### config.mk
export PLATFORM = sky130hd
export DESIGN_NAME = data_mem_arbiter
export DESIGN_NICKNAME = d
export VERILOG_FILES = /design/src/rtl/data_mem_arb_pkg.sv /design/src/rtl/mem_arb_rr.sv /design/src/rtl/data_mem_arbiter.sv
export SDC_FILE = /design/constraint.sdc
export NUM_CORES = 1
export LEC_CHECK = 0
export ABC_AREA = 1
export BUFFER_PORTS_ARGS = -buffer_cell sky130_fd_sc_hd__buf_2
export CORE_ASPECT_RATIO = 0.9
export CORE_MARGIN = 3
export CORE_UTILIZATION = 30
export DETAILED_ROUTE_END_ITERATION = 10
export PLACE_DENSITY = 0.6
export SYNTH_ARGS = -nofsm -noshare
export SYNTH_HDL_FRONTEND = slang
export SYNTH_SLANG_ARGS = --single-unit
### constraint.sdc
create_clock -name clk -period 2.01 [get_ports clk]
set_clock_uncertainty 0.2 [all_clocks]
set_input_delay 0 -clock clk [delete_from_list [all_inputs] [get_ports clk]]
set_output_delay 0 -clock clk [all_outputs]
set_load 0.02 [all_outputs]
### src/rtl/data_mem_arb_pkg.sv
// Shared types and default widths for the two-port data memory arbiter.
package data_mem_arb_pkg;

    typedef enum logic [1:0] {
        ARB   = 2'd0,
        LOCK0 = 2'd1,
        LOCK1 = 2'd2
    } arb_state_e;

    localparam int DEF_ADDR_W = 32;
    localparam int DEF_DATA_W = 32;

endpackage

### src/rtl/mem_arb_rr.sv
// Two-way round-robin pick: a lone requester wins; on a tie the one not granted last wins.
module mem_arb_rr (
    input  logic req0,
    input  logic req1,
    input  logic last_grant,
    output logic winner,
    output logic valid
);

    always_comb begin
        valid  = req0 | req1;
        winner = (req0 & req1) ? ~last_grant : req1;
    end

endmodule

### src/rtl/data_mem_arbiter.sv
// Arbitrates a core port and a debug/DMA port onto one single-cycle data memory,
// with lock support for read-modify-write sequences and one-cycle read return.
module data_mem_arbiter
    import data_mem_arb_pkg::*;
#(
    parameter int ADDR_W = DEF_ADDR_W,
    parameter int DATA_W = DEF_DATA_W
) (
    input  logic              clk,
    input  logic              rst_n,
    input  logic              req0,
    input  logic              req1,
    input  logic              we0,
    input  logic              we1,
    input  logic              lock0,
    input  logic              lock1,
    input  logic [ADDR_W-1:0] addr0,
    input  logic [ADDR_W-1:0] addr1,
    input  logic [DATA_W-1:0] wdata0,
    input  logic [DATA_W-1:0] wdata1,
    output logic              gnt0,
    output logic              gnt1,
    output logic              rvalid0,
    output logic              rvalid1,
    output logic [DATA_W-1:0] rdata0,
    output logic [DATA_W-1:0] rdata1,
    output logic              mem_memw,
    output logic [ADDR_W-1:0] mem_address,
    output logic [DATA_W-1:0] mem_data_write,
    input  logic [DATA_W-1:0] mem_data_read
);

    arb_state_e state;
    logic       last_grant;
    logic       rr_winner;
    logic       rr_valid;

    mem_arb_rr u_rr (
        .req0       (req0),
        .req1       (req1),
        .last_grant (last_grant),
        .winner     (rr_winner),
        .valid      (rr_valid)
    );

    // Grants are gated by rst_n so nothing reaches memory while reset is held.
    always_comb begin
        gnt0 = 1'b0;
        gnt1 = 1'b0;
        if (rst_n) begin
            case (state)
                ARB: begin
                    gnt0 = rr_valid & ~rr_winner;
                    gnt1 = rr_valid & rr_winner;
                end
                LOCK0:   gnt0 = req0;
                LOCK1:   gnt1 = req1;
                default: ;
            endcase
        end
    end

    always_comb begin
        mem_memw       = 1'b0;
        mem_address    = '0;
        mem_data_write = '0;
        if (gnt0) begin
            mem_memw       = we0;
            mem_address    = addr0;
            mem_data_write = wdata0;
        end else if (gnt1) begin
            mem_memw       = we1;
            mem_address    = addr1;
            mem_data_write = wdata1;
        end
    end

    always_ff @(posedge clk or negedge rst_n) begin
        if (!rst_n) begin
            state      <= ARB;
            last_grant <= 1'b1;
        end else begin
            if (gnt0)
                last_grant <= 1'b0;
            else if (gnt1)
                last_grant <= 1'b1;

            case (state)
                ARB: begin
                    if (gnt0 && lock0)
                        state <= LOCK0;
                    else if (gnt1 && lock1)
                        state <= LOCK1;
                end
                LOCK0:   if (!req0 || !lock0) state <= ARB;
                LOCK1:   if (!req1 || !lock1) state <= ARB;
                default: state <= ARB;
            endcase
        end
    end

    // Read return stage: capture memory data at the closing edge of the grant cycle.
    always_ff @(posedge clk or negedge rst_n) begin
        if (!rst_n) begin
            rvalid0 <= 1'b0;
            rvalid1 <= 1'b0;
            rdata0  <= '0;
            rdata1  <= '0;
        end else begin
            rvalid0 <= gnt0 & ~we0;
            rvalid1 <= gnt1 & ~we1;
            if (gnt0 && !we0)
                rdata0 <= mem_data_read;
            if (gnt1 && !we1)
                rdata1 <= mem_data_read;
        end
    end

endmodule

# Yosys cells after proc, flatten, opt, wreduce, memory -nomap -nowiden
# Index checks and enable logic that the tools add are counted.
# W data, S select, Z words.
# word_totals
inputBits	168
latch_bits	0
ram_bits	0
register_bits	69
memories	0
output_inout_bits	133
romBits	0
# op_classes
div_mod_pow	0
n_mux	18
add_sub_neg	0
n_eq_ne	5
n_mul	0
magnitude_cmp	0
n_bitwise	10
n_reduce_logical	15
n_shift	0
# ops
operator	n
$mux W32	4
$mux W2	4
$mux W1	7
$logic_not A1 Y1	6
$pmux W2 S3	1
$and A1 B1 Y1	5
$logic_and A1 B1 Y1	4
$ne A2 B2 Y1 const B	2
$not A1 Y1	4
$pmux W1 S2	2
$ne A3 B3 Y1 const B	1
$reduce_and A3 Y1	1
$eq A2 B1 Y1 const B	1
$eq A2 B2 Y1 const B	1
$logic_not A2 Y1	1
$logic_or A1 B1 Y1	2
$reduce_bool A2 Y1	1
$or A1 B1 Y1	1

# Logic depth before layout (Yosys ltp)
# Gate-level depths: netlist of run 1.
# logic_depth
word_depth	9
mapped_depth	9
depth_no_buf	7

# By module
# A second synthesis of run 1 with hierarchy kept.
# hier_totals
hier_cells	534
area_unflattened_um2	3747.3
# modules_own_cells
module	n_inst	area_per_inst_um2	seq_area_each_um2	cells_each
data_mem_arbiter	1	3732.3	1727.9	531
mem_arb_rr	1	15.0	0.0	3

# Worst setup path after synthesis of run 1
# OpenSTA, ideal clock, no wires.
# synth_path
path_type	register to output
start	register last_grant
end	output port mem_address[0]
path_slack_ps	538
path_stages_with_launch	9
arrival_time_ps	1272
required_time_ps	1810
path_buffers	2
path_cell_list	dfstp_2 -> inv_1 -> nand3_2 -> nand2_1 -> inv_2 -> buf_6 -> buf_4 -> nand2_1 -> nand2_1
# synth_via
elab_chain_len	7
word_cells_on_any_way	11
classes_between	mux: 7; bitwise: 4
# synth_lines
item	line	rtl
start: declaration	data_mem_arbiter.sv:34	logic last_grant;
start signal: assignment	data_mem_arbiter.sv:81	last_grant <= 1'b1;
start signal: assignment	data_mem_arbiter.sv:84	last_grant <= 1'b0;
start signal: assignment	data_mem_arbiter.sv:86	last_grant <= 1'b1;
$not A1 Y1 *	mem_arb_rr.sv:12	winner = (req0 & req1) ? ~last_grant : req1;
$mux W1 *	mem_arb_rr.sv:12	
$and A1 B1 Y1 / $not A1 Y1 (equally long branches)	data_mem_arbiter.sv:54, data_mem_arbiter.sv:53	
$pmux W1 S2 / $and A1 B1 Y1 (equally long branches)	data_mem_arbiter.sv:51, data_mem_arbiter.sv:53	
$mux W1 / $pmux W1 S2 (equally long branches)	data_mem_arbiter.sv:50, data_mem_arbiter.sv:51	
$mux W32 / $mux W1 (equally long branches)	data_mem_arbiter.sv:71, data_mem_arbiter.sv:50	
$mux W32 *	data_mem_arbiter.sv:67	if (gnt0) begin
end: declaration	data_mem_arbiter.sv:28	output logic [ADDR_W-1:0] mem_address,
# Mark *: on every way between the ends. The rest lies on a longest branch, timed or not.

# Worst setup path after layout of run 1
# layout_path
start	register last_grant
end	output port mem_address[19]
# Same word-level chain as after synthesis.

==> results.yml, run 1 <==
routing:
  drt-total-wl_um: 17000
  drtIter0Drc: 375
  avgViaCountPerCell: 4.77
  ant_nets: 0
  dr.pass1.iters: 5
  vias: 4842
  drc_errors: 0
  wl_per_cell_um: 16.8
worst_setup_path:
  crit_top_cell: "nand2_1"
  cp_max_fo: 17
  worstSetupPathType: "reg2out"
  max_stage_delay_ns: 0.54
  start_kind: "flop"
  crit_chain: "inv_1 -> nand3_2 -> nand2_1 -> clkinv_4 -> clkbuf_16 -> nand2_1 -> nand2_1 -> buf_2"
  arrival_ns: 1.73
  crit_path_end_kind: "primary output"
  worstPathRequired_ns: 1.81
  slowest_stage: "dfstp_2"
power:
  power_frac_clock: 0.281
  pwr-share-comb: 0.374
  p_sw_frac: 0.380
  p_int_w: 0.00350
  switching_power_w: 0.00214
  p_seq_frac: 0.345
  peakVddDrop_mv: 0.581
  powerDensity_nw_per_um2: 920
  p_leak_nw: 3.76
cts:
  cts_buffer_depth: 2
  cts_max_level: 3
  cts_sinks: 69
  clock_latency_ns: 0.33
  clk_pin_slew_ns: 0.05
  cts_tree: "yes"
  cts_root_buffer: "clkbuf_16"
  cts_buffers: 9
finish:
  drive_gt1_frac: 0.400
  area_delta_synth_final_pct: 65.1
  utilization: 0.521
  nNetsFinal: 1023
  antenna_cells: 0
  mostFrequentLayoutCell: "nand2_1"
  layout_common_cells: "327 x nand2_1, 298 x buf_2, 68 x dfrtp_1, 65 x nand4_1, 38 x dlygate4sd3_1"
sta:
  hold_viol: 0
  rsz0062_at_grt: "no"
  setup_viol: 0
  slew_viol_final: 0
  tightest_slew_ns: 0.884
  fin_ws_ns: 0.0756
  fin_crit_ns: 1.93
  slew_headroom: 0.411
  period_share: 0.962
  maxClockFrequency_mhz: 517
die:
  rows: 37
  initial_core_util: 0.316
  dieArea_sq_um: 13800
  ioPinCount: 301
  core-area_sq_um: 11800
  die_y_um: 112
  die_x_um: 123
place:
  place.gp.congestion: 0.904
  pre_cts_ws_ns: 0.189
  port_buffers: 300
  place_hpwl_um: 12400
global_route:
  gr-total-overflow: 0
  grt_pass1_wl_um: 25200
  antenna_found_initial: 0
  grt_usage: 0.234
  grt_pass1_vias: 4643
  grt_max_degree: 70
synthesis:
  ys_types: 18
  ys_ff_latch: 69
  syn_area_sq_um: 3710
  synth_warnings: 0
  synth-seq-area-share: 0.465
  synth_area_leaders: "dfrtp_1 46%, nand2_1 33%, nand4_1 11%"
  yosysTopAreaCell: "dfrtp_1"
  syn-num-nets: 693
  yosys.area.top_type_share: 0.458
  synth_cells: 525
  synth.avg_cell_area_sq_um: 7.07
outcome:
  status: "finished clean"
job:
  cap_violations: 0
worst_hold_path:
  hold_class: "in2reg"
worst paths after layout:
path / from / end / slack (ns) / cells past startpoint
worst max-delay path: last_grant / mem_address[19] / 0.08 / 8
worst max register to register: state[0] / rdata1[30] / 0.19 / 8
worst min-delay path: we1 / rdata1[26] / 0.03 / 4
min in group asynchronous: rst_n / rdata1[29] / 0.25 / 3
worst min register to register: rdata1[18] / rdata1[18] / 0.27 / 2
max in group asynchronous: rst_n / rdata0[31] / 0.77 / 3
layer usage:
layer | global-route usage | up-vias | share of wire
li1 | - | 2334 | -
met1 | 0.299 | 2251 | 0.41
met2 | 0.395 | 232 | 0.50
met3 | 0.0609 | 25 | 0.075
met4 | 0.0546 | 0 | 0.019
met5 | 0 | - | 0
sequential cells by signal, indices dropped and copies added (netlist names):
register,flops
last_grant,1
state,2
rdata1,32
rvalid1,1
rdata0,32
rvalid0,1
critical path: cells and delay by family, from the launching register on:
kind / cells / cell delay (ns)
flops: 1 / 0.54
simple gates: 4 / 0.32
buf+inv: 4 / 0.53
power groups by stage:
| stage | logic [W] | clock network (W) | registers [W] |
|---|---|---|---|
| floorplan | 0.000723 | 0 | 0.00236 |
| global placement | 0.00198 | 0 | 0.00196 |
| detailed placement | 0.00201 | 0 | 0.00195 |
| CTS | 0.00209 | 0.00161 | 0.00194 |
| global route | 0.00230 | 0.00171 | 0.00199 |
| finish | 0.00211 | 0.00159 | 0.00194 |
area by class of cell:
cell class	instances	area [sq um]
fill	1188	5630
clock buffer	14	264
sequential	69	1730
clock inverter	1	30.0
inverter	11	48.8
multi-input combinational	407	1730
timing repair buffer	357	2130
tap	156	195
metrics by stage:
| stage | TNS, ns | hold WS, ns | total power, W | instance area [sq um] | instances |
|---|---|---|---|---|---|
| 2_1_floorplan | 0 | -0.496 | 0.00308 | 3710 | 525 |
| 3_3_place_gp | 0 | 0.0753 | 0.00393 | 5330 | 957 |
| 3_5_place_dp | 0 | 0.0771 | 0.00397 | 5330 | 957 |
| 4_1_cts | -0.106 | 0.0296 | 0.00564 | 6040 | 1012 |
| 5_1_grt | 0 | 0.0554 | 0.00599 | 6130 | 1015 |
| 6_report | 0 | 0.0271 | 0.00564 | 6130 | 1015 |
synthesized netlist by cell type, drive strengths merged:
cell type,n
nand3,5
dfrtp,68
buf,25
nand2,330
nand4,65
a21oi,1
nor2,5
o21bai,1
clkbuf,13
dfstp,1
inv,11
timing repair:
action,4_1_cts,5_1_grt
cloned,1,3
setup endpoints to repair,15,35
resized for setup,1,8
endpoints found under the hold margin,135,0
hold buffers,38,0
setup buffers,1,0
cells by family after synthesis:
group	count (synthesis)	synth area share
AOI/OAI and AO/OA	2	0.00337
DFF	69	0.465
buffers and inverters	49	0.0684
and+or+nand+nor	405	0.463
No activity file was read; power rests on OpenSTA's default activity.
==> run 2, diff against run 1 <==
SYNTH_HIERARCHICAL = 1   (was not set)
==> results.yml, run 2 <==
die:
  die_y_um: 112
  initial_core_util: 0.309
  dieArea_sq_um: 13900
  rows: 38
  ioPinCount: 301
  core-area_sq_um: 12100
  die_x_um: 124
routing:
  avgViaCountPerCell: 4.67
  dr.pass1.iters: 4
  vias: 4821
  ant_nets: 0
  drc_errors: 0
  drt-total-wl_um: 16600
  wl_per_cell_um: 16.1
  drtIter0Drc: 265
synthesis:
  synth-seq-area-share: 0.461
  synth_most_common_cell: "nand2_1"
  syn-num-nets: 702
  ys_async_sr_fraction: 1.00
  synth_cells: 534
  synth_ff_type: "dfrtp_1"
  ys_types: 19
  synth_warnings: 6
  yosys.area.top_type_share: 0.454
  ys_ff_latch: 69
  yosysTopAreaCell: "dfrtp_1"
  synth_area_leaders: "dfrtp_1 45%, nand2_1 33%, nand4_1 11%"
  yosys-top-cells-count: "329 x nand2_1, 68 x dfrtp_1, 66 x nand4_1"
  synth.avg_cell_area_sq_um: 7.02
  syn_area_sq_um: 3750
  synth_edf_count: 0
worst_setup_path:
  worstPathRequired_ns: 1.81
  worst-path-buf-inv: 3
  slowest_stage: "dfstp_2"
  arrival_ns: 1.79
  crit_path_end_kind: "primary output"
  start_kind: "flop"
  crit_chain: "a21oi_2 -> nor2_1 -> nand2_1 -> nand2_2 -> nand2_4 -> clkinv_8 -> clkbuf_16 -> nand2_1 -> nand2_1 -> buf_6"
  max_stage_delay_ns: 0.54
  worstSetupPathType: "reg2out"
  r2r_slack_ns: 0.16
  crit_family: "flip-flops"
  cp_max_fo: 11
  crit_top_cell: "nand2_1"
global_route:
  gr-total-overflow: 0
  antenna_found_initial: 2
  grt_pass1_wl_um: 23800
  grt_usage: 0.217
  grt_max_degree: 47
  grt_pass1_vias: 4525
power:
  p_leak_nw: 3.92
  total_power_w: 0.00671
  peakVddDrop_mv: 0.499
  powerDensity_nw_per_um2: 1000
sta:
  maxClockFrequency_mhz: 503
  tightest_slew_ns: 0.621
  period_share: 0.989
  rsz0062_at_grt: "yes"
  slew_viol_final: 0
  fin_crit_ns: 1.99
  hold_viol: 0
  slew_headroom: 0.585
  setup_viol: 0
finish:
  design_area_sq_um: 6710
  nNetsFinal: 1034
  mostFrequentLayoutCell: "nand2_1"
  top_regs: "rdata0 (32), rdata1 (32), state (2)"
  area_delta_synth_final_pct: 79.1
  drive_gt1_frac: 0.427
  layout_common_cells: "305 x nand2_1, 236 x buf_2, 68 x dfrtp_1, 66 x nand4_1, 54 x buf_6"
cts:
  cts_sinks: 69
  cts_root_buffer: "clkbuf_16"
  cts_buffer_depth: 2
  cts_buffers: 9
  clk_pin_slew_ns: 0.06
  cts_max_level: 3
  cts_tree: "yes"
  clock_latency_ns: 0.32
job:
  cap_violations: 0
outcome:
  status: "finished clean"
place:
  placed_cell_area_sq_um: 5410
  port_buffers: 300
  place_hpwl_um: 11300
  place.gp.congestion: 0.794
worst_hold_path:
  hold_class: "in2reg"
[run 2: cell types whose count changed in the layout (fill, tap and decap cells not counted), sizes merged, moves of 2 or more]
cell,change
nor2,-2
clkbuf,-5
diode,+2
inv,+6
nand2,+3
clkinv,+2
buf,+4
[run 2: cell type report]
type | count | area (sq um)
Sequential cell | 69 | 1730
Timing Repair Buffer | 361 | 2600
Multi-Input combinational cell | 411 | 1800
Clock inverter | 7 | 80.1
Inverter | 14 | 67.6
Clock buffer | 9 | 225
Tap cell | 160 | 200
Fill cell | 1167 | 5410
Antenna cell | 2 | 5.00
[run 2: metrics by stage]
stage	std cells	utilization	TNS [ns]	hold WS, ns	setup WS, ns
2_1_floorplan	534	-	0	-0.496	0.394
3_3_place_gp	969	0.446	0	-0.238	0.218
3_5_place_dp	969	0.446	0	-0.241	0.201
4_1_cts	1030	0.530	-0.316	0.0432	-0.0307
5_1_grt	1033	0.554	-4.81	0.0706	-0.110
6_report	1033	0.554	0	0.0327	0.0218
[run 2: worst reg2reg max path: stages (launching register included)]
cell and delay (ns):
dfstp_2 0.54, a21oi_2 0.05, nor2_1 0.10, nand2_1 0.07, nand2_2 0.09, buf_4 0.12
buf_4 0.11, nand3_1 0.08, buf_6 0.22, nand2_1 0.12, nand2_1 0.05
[run 2: power by group]
part           internal [W]  switching (W)
clock network      0.000979       0.000657
logic               0.00115        0.00182
registers           0.00185       0.000248
total               0.00398        0.00273
[run 2: path summary, 6_finish.rpt]
kind | startpoint | endpoint | cells past startpoint
worst min register to register | rdata1[31] | rdata1[31] | 2
max in group asynchronous | rst_n | state[0] | 3
worst max-delay path | last_grant | mem_address[6] | 10
worst min-delay path | we0 | rdata0[28] | 4
worst max register to register | last_grant | rdata0[22] | 10
min in group asynchronous | rst_n | rdata0[4] | 3
[run 2: kinds of logic (layout without fill, tap and decap cells)]
| logic type | Yosys count | after routing | share of synthesized area |
|---|---|---|---|
| AOI/OAI and AO/OA | 3 | 3 | 0.00467 |
| buffers and inverters | 54 | 391 | 0.0758 |
| DFF | 69 | 69 | 0.461 |
| other | 0 | 2 | 0 |
| and+or+nand+nor | 408 | 408 | 0.458 |
[run 2: timing repair]
action	in CTS	in global routing
gates cloned	3	3
gates resized for setup	71	85
endpoints found under the setup margin	65	74
hold buffers	38	0
endpoints found under the hold margin	134	0
pin swaps	2	8
buffers inserted	4	1
[run 2: per-layer routing]
layer	global-route usage	vias to the layer above	routed length, um
li1	-	2380	-
met1	0.264	2243	6550
met2	0.390	183	8560
met3	0.0504	15	1300
met4	0.0435	0	199
met5	0	-	0
==> run 3, diff against run 2 <==
clock period = 2.4 ns   (was 2.01 ns; I/O delays follow)
==> results.yml, run 3 (synthesis gave the netlist of run 2 again) <==
power:
  p_leak_nw: 3.75
  peakVddDrop_mv: 0.489
  powerDensity_nw_per_um2: 871
worst_setup_path:
  start_kind: "flop"
  crit_family: "buffers and inverters"
  crit_top_cell: "nand2_1"
  worstSetupPathType: "reg2reg"
  max_stage_delay_ns: 0.55
  crit_chain: "a21oi_1 -> nor2_1 -> nand2_1 -> nand2_2 -> buf_4 -> nand4_1 -> nand2_1 -> dlygate4sd3_1"
  cp_max_fo: 33
  crit_path_end_kind: "flop"
  worst-path-buf-inv: 2
  worstPathRequired_ns: 2.46
  arrival_ns: 2.27
  slowest_stage: "dlygate4sd3_1"
place:
  port_buffers: 300
  placed_cell_area_sq_um: 5350
  place_hpwl_um: 11400
  place.gp.congestion: 0.779
cts:
  cts_tree: "yes"
  clk_pin_slew_ns: 0.06
  cts_buffers: 9
  cts_max_level: 3
  post_cts_buffers: 0
  cts_buffer_depth: 2
  clock_latency_ns: 0.32
  cts_root_buffer: "clkbuf_16"
  cts_sinks: 69
sta:
  period_share: 0.922
  hold_viol: 6
  slew_viol_final: 0
  setup_viol: 0
  setup_tns_ns: 0
  fin_crit_ns: 2.21
  rsz0062_at_grt: "no"
  holdWs_ns: -0.0100
  slew_headroom: 0.668
  maxClockFrequency_mhz: 452
  tightest_slew_ns: 0.496
global_route:
  grt_pass1_wl_um: 23100
  grt_pass1_vias: 4273
  grt_max_degree: 77
  antenna_found_initial: 2
  gr-total-overflow: 0
  grt_usage: 0.212
routing:
  drtIter0Drc: 213
  vias: 4660
  drc_errors: 0
  dr.pass1.iters: 4
  wl_per_cell_um: 15.4
  drt-total-wl_um: 15700
  avgViaCountPerCell: 4.56
  ant_nets: 0
worst_hold_path:
  hold_class: "in2reg"
die:
  initial_core_util: 0.309
  rows: 38
  core-area_sq_um: 12100
  die_y_um: 112
  dieArea_sq_um: 13900
  die_x_um: 124
  ioPinCount: 301
finish:
  nNetsFinal: 1023
  design_area_sq_um: 6040
  layout_common_cells: "329 x nand2_1, 299 x buf_2, 68 x dfrtp_1, 66 x nand4_1, 39 x dlygate4sd3_1"
  mostFrequentLayoutCell: "nand2_1"
  area_delta_synth_final_pct: 61.2
  utilization: 0.498
  top_regs: "rdata0 (32), rdata1 (32), state (2)"
  drive_gt1_frac: 0.389
  fill_cells: 1262
outcome:
  status: "finished, violations left"
  violations: "negative hold slack"
job:
  cap_violations: 0
[run 3: where the power goes]
group	switching [W]	total (W)	internal, W
sequential	0.000210	0.00176	0.00155
clock	0.000512	0.00131	0.000798
combinational	0.00145	0.00219	0.000738
[run 3: layer usage]
metal | routed length [um] | share of wire | track usage | vias to the layer above
li1 | - | - | - | 2347
met1 | 6390 | 0.41 | 0.265 | 2147
met2 | 8010 | 0.51 | 0.372 | 161
met3 | 1280 | 0.081 | 0.0509 | 5
met4 | 61 | 0.0039 | 0.0435 | 0
met5 | 0 | 0 | 0 | -
[run 3: cell type report]
type / instances / area, sq um / area share
clock buffers: 9 / 225 / 0.0373
repair buffers: 350 / 2030 / 0.336
clock inverters: 6 / 63.8 / 0.0106
multi-input cells: 411 / 1740 / 0.287
inverters: 14 / 52.6 / 0.00870
diodes: 2 / 5.00 / 0.000829
flip-flops and latches: 69 / 1730 / 0.286
well taps: 160 / 200 / 0.0331
[run 3: tightest hold or removal path: stages]
cell and delay, ns:
buf_2 0.09, inv_1 0.17, nand4_1 0.16, nand2_1 0.05
[run 3: stage by stage]
step / std cells / total power (W) / worst slack, ns
after floorplan: 534 / 0.00303 / 0.784
after global placement: 965 / 0.00391 / 0.565
after detailed placement: 965 / 0.00392 / 0.572
after CTS: 1019 / 0.00532 / 0.144
after global routing: 1021 / 0.00559 / 0.0326
final: 1021 / 0.00526 / 0.188
[run 3: repair_timing]
item	4_1_cts	5_1_grt
hold endpoints to repair	136	0
hold buffers	39	0
endpoints found under the setup margin	0	1
gates resized for setup	0	1
[run 3: path summary, 6_finish.rpt]
check                                start         end  slack [ns]  cells past startpoint
worst max-delay path            last_grant    state[0]        0.19                      8
worst min-delay path                   we0   rdata0[0]       -0.01                      4
worst max register to register  last_grant    state[0]        0.19                      8
worst min register to register  rdata1[18]  rdata1[18]        0.26                      2
max in group asynchronous            rst_n    state[1]        0.95                      3
min in group asynchronous            rst_n  last_grant        0.11                      2
